`config.mk`:
```
export PLATFORM = sky130hd
export DESIGN_NAME = alu_operand_loader
export DESIGN_NICKNAME = d
export VERILOG_FILES = /design/src/rtl/alu_pkg.sv /design/src/rtl/btn_debounce.sv /design/src/rtl/alu_operand_loader.sv
export SDC_FILE = /design/constraint.sdc
export NUM_CORES = 1
export LEC_CHECK = 0
export BUFFER_PORTS_ARGS = -buffer_cell sky130_fd_sc_hd__buf_2
export CORE_MARGIN = 1.5
export CORE_UTILIZATION = 61
export CTS_BUF_LIST = sky130_fd_sc_hd__clkbuf_4
export DETAILED_ROUTE_END_ITERATION = 10
export PLACE_DENSITY = 0.79
export SETUP_SLACK_MARGIN = 0.1
export SYNTH_ARGS = -nofsm -noshare
export SYNTH_HDL_FRONTEND = slang
export SYNTH_SLANG_ARGS = --single-unit
```
`constraint.sdc`:
```
create_clock -name clk -period 2.25 [get_ports clk]
set_input_delay 0 -clock clk [delete_from_list [all_inputs] [get_ports clk]]
set_output_delay 0 -clock clk [all_outputs]
set_load 0.02 [all_outputs]
```
`src/rtl/alu_pkg.sv`:
```
// Shared definitions for the 6-bit signed ALU: operand width and load-FSM states.
// The display stage decodes state_led using load_state_t.
package alu_pkg;

  localparam int WIDTH = 6;

  typedef enum logic [1:0] {
    S_LOAD_A = 2'b00,
    S_LOAD_B = 2'b01,
    S_READY  = 2'b10
  } load_state_t;

endpackage

```
`src/rtl/btn_debounce.sv`:
```
// Pushbutton conditioner: 2-flop synchroniser, debounce counter, and a one-cycle
// press pulse on each accepted 0->1 transition of the debounced level.
module btn_debounce #(
  parameter int DEBOUNCE_CNT = 250000
) (
  input  logic clk,
  input  logic reset,
  input  logic raw,
  output logic level,
  output logic press_pulse
);

  localparam int CW = (DEBOUNCE_CNT > 2) ? $clog2(DEBOUNCE_CNT) : 1;
  localparam logic [CW-1:0] CNT_MAX = CW'(DEBOUNCE_CNT - 1);

  logic          sync_q1;
  logic          sync_q2;
  logic [CW-1:0] cnt;

  // Two-flop synchroniser for the asynchronous raw button.
  // NOTE: sequential state uses non-blocking assignments so every flop samples the
  // pre-edge value of its neighbour; blocking here would collapse the chain to one flop.
  always_ff @(posedge clk or posedge reset) begin
    if (reset) begin
      sync_q1 <= 1'b0;
      sync_q2 <= 1'b0;
    end else begin
      sync_q1 <= raw;
      sync_q2 <= sync_q1;
    end
  end

  // Count consecutive cycles of disagreement; accept the new level once it has held.
  always_ff @(posedge clk or posedge reset) begin
    if (reset) begin
      level       <= 1'b0;
      cnt         <= '0;
      press_pulse <= 1'b0;
    end else begin
      press_pulse <= 1'b0;
      if (sync_q2 == level) begin
        cnt <= '0;
      end else if (cnt == CNT_MAX) begin
        level       <= sync_q2;
        cnt         <= '0;
        press_pulse <= sync_q2;
      end else begin
        cnt <= cnt + CW'(1);
      end
    end
  end

endmodule

```
`src/rtl/alu_operand_loader.sv`:
```
// ALU front end: captures operands A and B from the switches on debounced ENTER
// presses and presents them with a valid flag once both are held.
module alu_operand_loader
  import alu_pkg::*;
#(
  parameter int WIDTH        = alu_pkg::WIDTH,
  parameter int DEBOUNCE_CNT = 250000
) (
  input  logic             clk,
  input  logic             reset,
  input  logic [WIDTH-1:0] sw,
  input  logic             btn_enter,
  input  logic             btn_clear,
  output logic [WIDTH-1:0] a_out,
  output logic [WIDTH-1:0] b_out,
  output logic             operands_valid,
  output logic             ready_pulse,
  output logic [1:0]       state_led
);

  logic [WIDTH-1:0] sw_q1;
  logic [WIDTH-1:0] sw_sync;
  logic             enter_p;
  logic             clear_p;
  load_state_t      state;

  btn_debounce #(.DEBOUNCE_CNT(DEBOUNCE_CNT)) u_enter_db (
    .clk         (clk),
    .reset       (reset),
    .raw         (btn_enter),
    .level       (),
    .press_pulse (enter_p)
  );

  btn_debounce #(.DEBOUNCE_CNT(DEBOUNCE_CNT)) u_clear_db (
    .clk         (clk),
    .reset       (reset),
    .raw         (btn_clear),
    .level       (),
    .press_pulse (clear_p)
  );

  // Two-flop synchroniser for the switch bank; the operands are taken from sw_sync.
  always_ff @(posedge clk or posedge reset) begin
    if (reset) begin
      sw_q1   <= '0;
      sw_sync <= '0;
    end else begin
      sw_q1   <= sw;
      sw_sync <= sw_q1;
    end
  end

  // Load sequencer and operand registers; CLEAR takes priority over a same-cycle ENTER.
  always_ff @(posedge clk or posedge reset) begin
    if (reset) begin
      state          <= S_LOAD_A;
      a_out          <= '0;
      b_out          <= '0;
      operands_valid <= 1'b0;
      ready_pulse    <= 1'b0;
    end else begin
      ready_pulse <= 1'b0;
      if (clear_p) begin
        state          <= S_LOAD_A;
        a_out          <= '0;
        b_out          <= '0;
        operands_valid <= 1'b0;
      end else if (enter_p) begin
        case (state)
          S_LOAD_A: begin
            a_out <= sw_sync;
            state <= S_LOAD_B;
          end
          S_LOAD_B: begin
            b_out          <= sw_sync;
            state          <= S_READY;
            operands_valid <= 1'b1;
            ready_pulse    <= 1'b1;
          end
          default: begin
            state          <= S_LOAD_A;
            operands_valid <= 1'b0;
          end
        endcase
      end
    end
  end

  assign state_led = state;

endmodule

```
* Word level (Yosys, flattened, before mapping)
Cells that the tools add are included.
Storage, ports and cells: flip-flop bits (word level) 72, bits of input ports 10, output and inout port bits 16, word-level logic and storage cells 59
Cells by class: add/subtract/negate cells 2, equal/unequal tests 6, mux-type cells 23, bitwise operators 2, reductions and logical operators 9
Operators with widths (number):
- $mux 18 | 4
- $add 18x1->18 const B | 2
- $eq 18x18->1 const B | 2
- $mux 6 | 6
- $reduce_and 2->1 | 5
- $mux 1 | 9
- $reduce_bool 2->1 | 3
- $mux 2 | 2
- $pmux 2 s2 | 1
- $eq 1x1->1 | 2
- $eq 2x1->1 const B | 1
- $logic_not 2->1 | 1
- $ne 2x1->1 const B | 1
- $not 1->1 | 2
- $pmux 1 s2 | 1

* Depth between registers and ports, before layout
word-level depth 4, mapped depth 6, mapped depth without buffers 5

* Hierarchy
From an unflattened synthesis, not the netlist that was laid out.
Unflattened totals: cells, all modules 271, area, all modules 3119.2 sq um
By module, submodules not included:
- btn_debounce | times used 2, cells an instance 99, area an instance 1047.3 sq um, sequential area each 550.5 sq um
- alu_operand_loader | times used 1, cells an instance 73, area an instance 1024.7 sq um, sequential area each 700.7 sq um

* Worst setup path after synthesis
Ideal clock, no wire load.
path kind register -> register, from reg u_clear_db.cnt[5], to reg u_clear_db.level, setup time 0.125 ns, data arrival time 1.707 ns, data required time 2.125 ns, setup slack 0.418 ns, cell stages (with the launch flop) 6, buffers on the path 1, clock period less this slack 1.832 ns, path through dfrtp_1 buf_6 nor4_1 nand2_1 or4_4 mux2_4
Between the ends: word-level cells in the longest chain between the ends 2
Ends and longest elaborated chain:
- from (decl) | line btn_debounce.sv:18 | logic [CW-1:0] cnt;
- from (signal assigned) | line btn_debounce.sv:48 | cnt <= cnt + CW'(1);
- $eq 18x18->1 | line btn_debounce.sv:43 | end else if (cnt == CNT_MAX) begin
- $reduce_and 2->1 (no source line)
- to (signal assigned) | line btn_debounce.sv:44 | level <= sync_q2;
- to (decl) | line btn_debounce.sv:9 | output logic level,
No other way between the ends. A chain may end at the register's enable or synchronous reset.

* Worst setup path in the final report
from reg u_clear_db.cnt[6], to reg u_clear_db.level
Same word-level chain as after synthesis.

==> results.ini <==
[status]
outcome=complete, no violations

[critical_path]
crit_fanout=6
slowest_delay_ns=0.58
end_kind=register
cp.arrival_ns=2.22
path_cells=nor4b_2, nand2_1, or4_4, mux2_4
path_class=register to register
startpoint_type=register
critPathSlowestCell=or4_4
required_ns=2.55

[cts]
cts_root_buffer=clkbuf_4
cts.clk_slew.worst_paths_ns=0.12
postCtsSetupBuffers=0
clk_latency_ns=0.41
cts_num_sinks=72
cts_made_buffers=9
htreeDepth=3
cts_tree=yes
clock_path_buffers=2

[global_routing]
grt_use_total=0.234
grt_overflow=0
grt_max_degree=31
grt_antenna_before_repair=0
grt_pass1_wl_um=9380
grt_pass1_vias=2033

[logic_synthesis]
synth_top_area_frac=0.592
synth_seq_cells=72
muxShareOfSynthArea=0.0481
synth_top_area_cell=dfrtp_1
async_flop_share=1.00
synth-seq-area-share=0.592
ys_top_cells_by_count=dfrtp_1 (72), nor2_1 (48), xnor2_1 (22)
synth_xor_xnor_area_share=0.0863
synthCells=264
yosys.area_share.simple=0.207
yosys-top-cells-area=dfrtp_1 (59%), xnor2_1 (6.3%), nor2_1 (5.9%), mux2i_1 (3.9%), xor2_1 (2.3%)
synth_most_common_cell=dfrtp_1
synthFlopType=dfrtp_1
synth_area_um2=3040
synth_cell_types=39
yosysWarnings=0
avgSynthCellArea_um2=11.5
synth_compound_area_frac=0.0366
synth_top_family_by_area=simple AND/OR/NAND/NOR gates
syn_nets=276
synth_adder_area_share=0.00822
synth_edf_count=0

[hold_path]
hp-class=input port to async pin

[placement]
numPortBuffers=25
dp_cells=356
hpwl_um=3740
dp_slack_ns=0.346
placed_cell_area_um2=3270
finalWeightedCongestion=0.936

[finish]
design_area_um2=3520
register_area_um2=1800
area_growth_pct=15.6
layoutNonFillerInstCount=381
drive_gt1_frac=0.191
antenna_cells=0
fill_cells=346
final_core_util=0.740
multi_input_area_um2=1180
nNetsFinal=321

[sta]
finalSetupViolations=0
fin_ws_ns=0.327
period_minus_slack_ns=1.92
worst_clock_skew_ns=0.0113
hold_viol=0
max_freq_ghz=0.520
tightest_slew_ns=0.523
drv_slew=0
fin_crit_sh=0.855
setup_tns_ns=0
relSlewSlack=0.648
rsz0062_at_grt=false

[drt]
wl_um=5520
drtAntennaViolNets=0
firstDrtPassIters=4
route.vias.total=2086
vias_per_cell=5.48
drt_drc_violations_left=0
drt_iter0_drc=157
wl_per_cell_um=14.5

[pwr]
p_per_area_nw_per_um2=661
total_leakage_power_uw=0.00163
ir_drop_mv=0.433

[floorplan]
dieArea_um2=5420
start_util=0.640
fp.dieW_um=73.6
core.rowCount=25
die_y_um=73.6
pin_count=26
core-area_um2=4750

[run]
drv_cap=0

## report_power, final
| part | total, uW | leakage (uW) | switching, uW | internal [uW] |
|---|---|---|---|---|
| logic | 79.8 | 0.000581 | 46.3 | 33.5 |
| clock network | 913 | 0.0000879 | 460 | 453 |
| registers | 1330 | 0.000964 | 17.2 | 1320 |
## routing by layer
| layer | track usage | vias up | wire (um) |
|---|---|---|---|
| li1 | - | 1014 | - |
| met1 | 0.310 | 1012 | 2520 |
| met2 | 0.364 | 47 | 2680 |
| met3 | 0.0549 | 13 | 205 |
| met4 | 0.113 | 0 | 116 |
| met5 | 0 | - | 0 |
## through the flow
stage          hold slack [ns]  power (uW)
2_1_floorplan           0.0314        1400
3_3_place_gp            0.0457        1430
3_5_place_dp            0.0439        1430
4_1_cts                  0.141        2350
5_1_grt                  0.187        2410
6_report                 0.134        2330
## layout make-up
cell class | instances | share of cell area
Clock buffer | 9 | 0.0192
Clock inverter | 7 | 0.0270
Inverter | 7 | 0.00747
Multi-Input combinational cell | 178 | 0.334
Sequential cell | 72 | 0.512
Tap cell | 67 | 0.0238
Timing Repair Buffer | 41 | 0.0761
## worst max-delay path, delay by kind of cell (launching register included)
kind	cells	cell delay, ns
AND/OR/NAND/NOR	3	1.02
multiplexers	1	0.31
flip-flops	1	0.50
## logic make-up after synthesis
| group | count (synthesis) |
|---|---|
| AOI/OAI and AO/OA | 14 |
| xor gates and xnor gates | 30 |
| adders and majority gates | 2 |
| buffers and inverters | 14 |
| DFF | 72 |
| muxes | 14 |
| and+or+nand+nor | 118 |
## path summary, 6_finish.rpt
check	end	slack (ns)	from	depth (start not counted)
worst max-delay path	u_clear_db.level	0.33	u_clear_db.cnt[6]	4
worst min-delay path	ready_pulse	0.13	reset	3
worst max register to register	u_clear_db.level	0.33	u_clear_db.cnt[6]	4
worst min register to register	sw_sync[1]	0.35	sw_q1[1]	0
max in group asynchronous	u_enter_db.cnt[3]	1.38	reset	4
min in group clk	sw_q1[2]	0.22	sw[2]	2
## cell usage in the layout, fill, tap and decap left out, types with 2 or more instances in the layout
master          n
dfrtp_1        72
nor2_1         48
buf_2          25
xnor2_1        22
nand3_1        13
mux2i_1        12
nor4_1         11
nand2_1        10
clkbuf_4        9
dlygate4sd3_1   9
xor2_1          8
a21oi_1         7
nand4_1         7
buf_4           7
inv_1           6
nor3_1          6
or4_1           5
nand3b_1        2
o21ai_0         2
or3_1           2
and3_1          2
o31ai_1         2
nor3b_1         2
ha_1            2
clkinv_4        2
bufinv_16       2
## state kept, by name, summed over array words and instances (netlist names), 2 cells and up
register        flops
a_out               6
u_enter_db.cnt     18
u_clear_db.cnt     18
b_out               6
state_led           2
sw_q1               6
sw_sync             6
## timing repair
action | 4_1_cts | 5_1_grt
hold endpoints to repair | 29 | 0
hold buffers | 9 | 0
resized for setup | 0 | 0
Power figures use the tool's default switching activity.
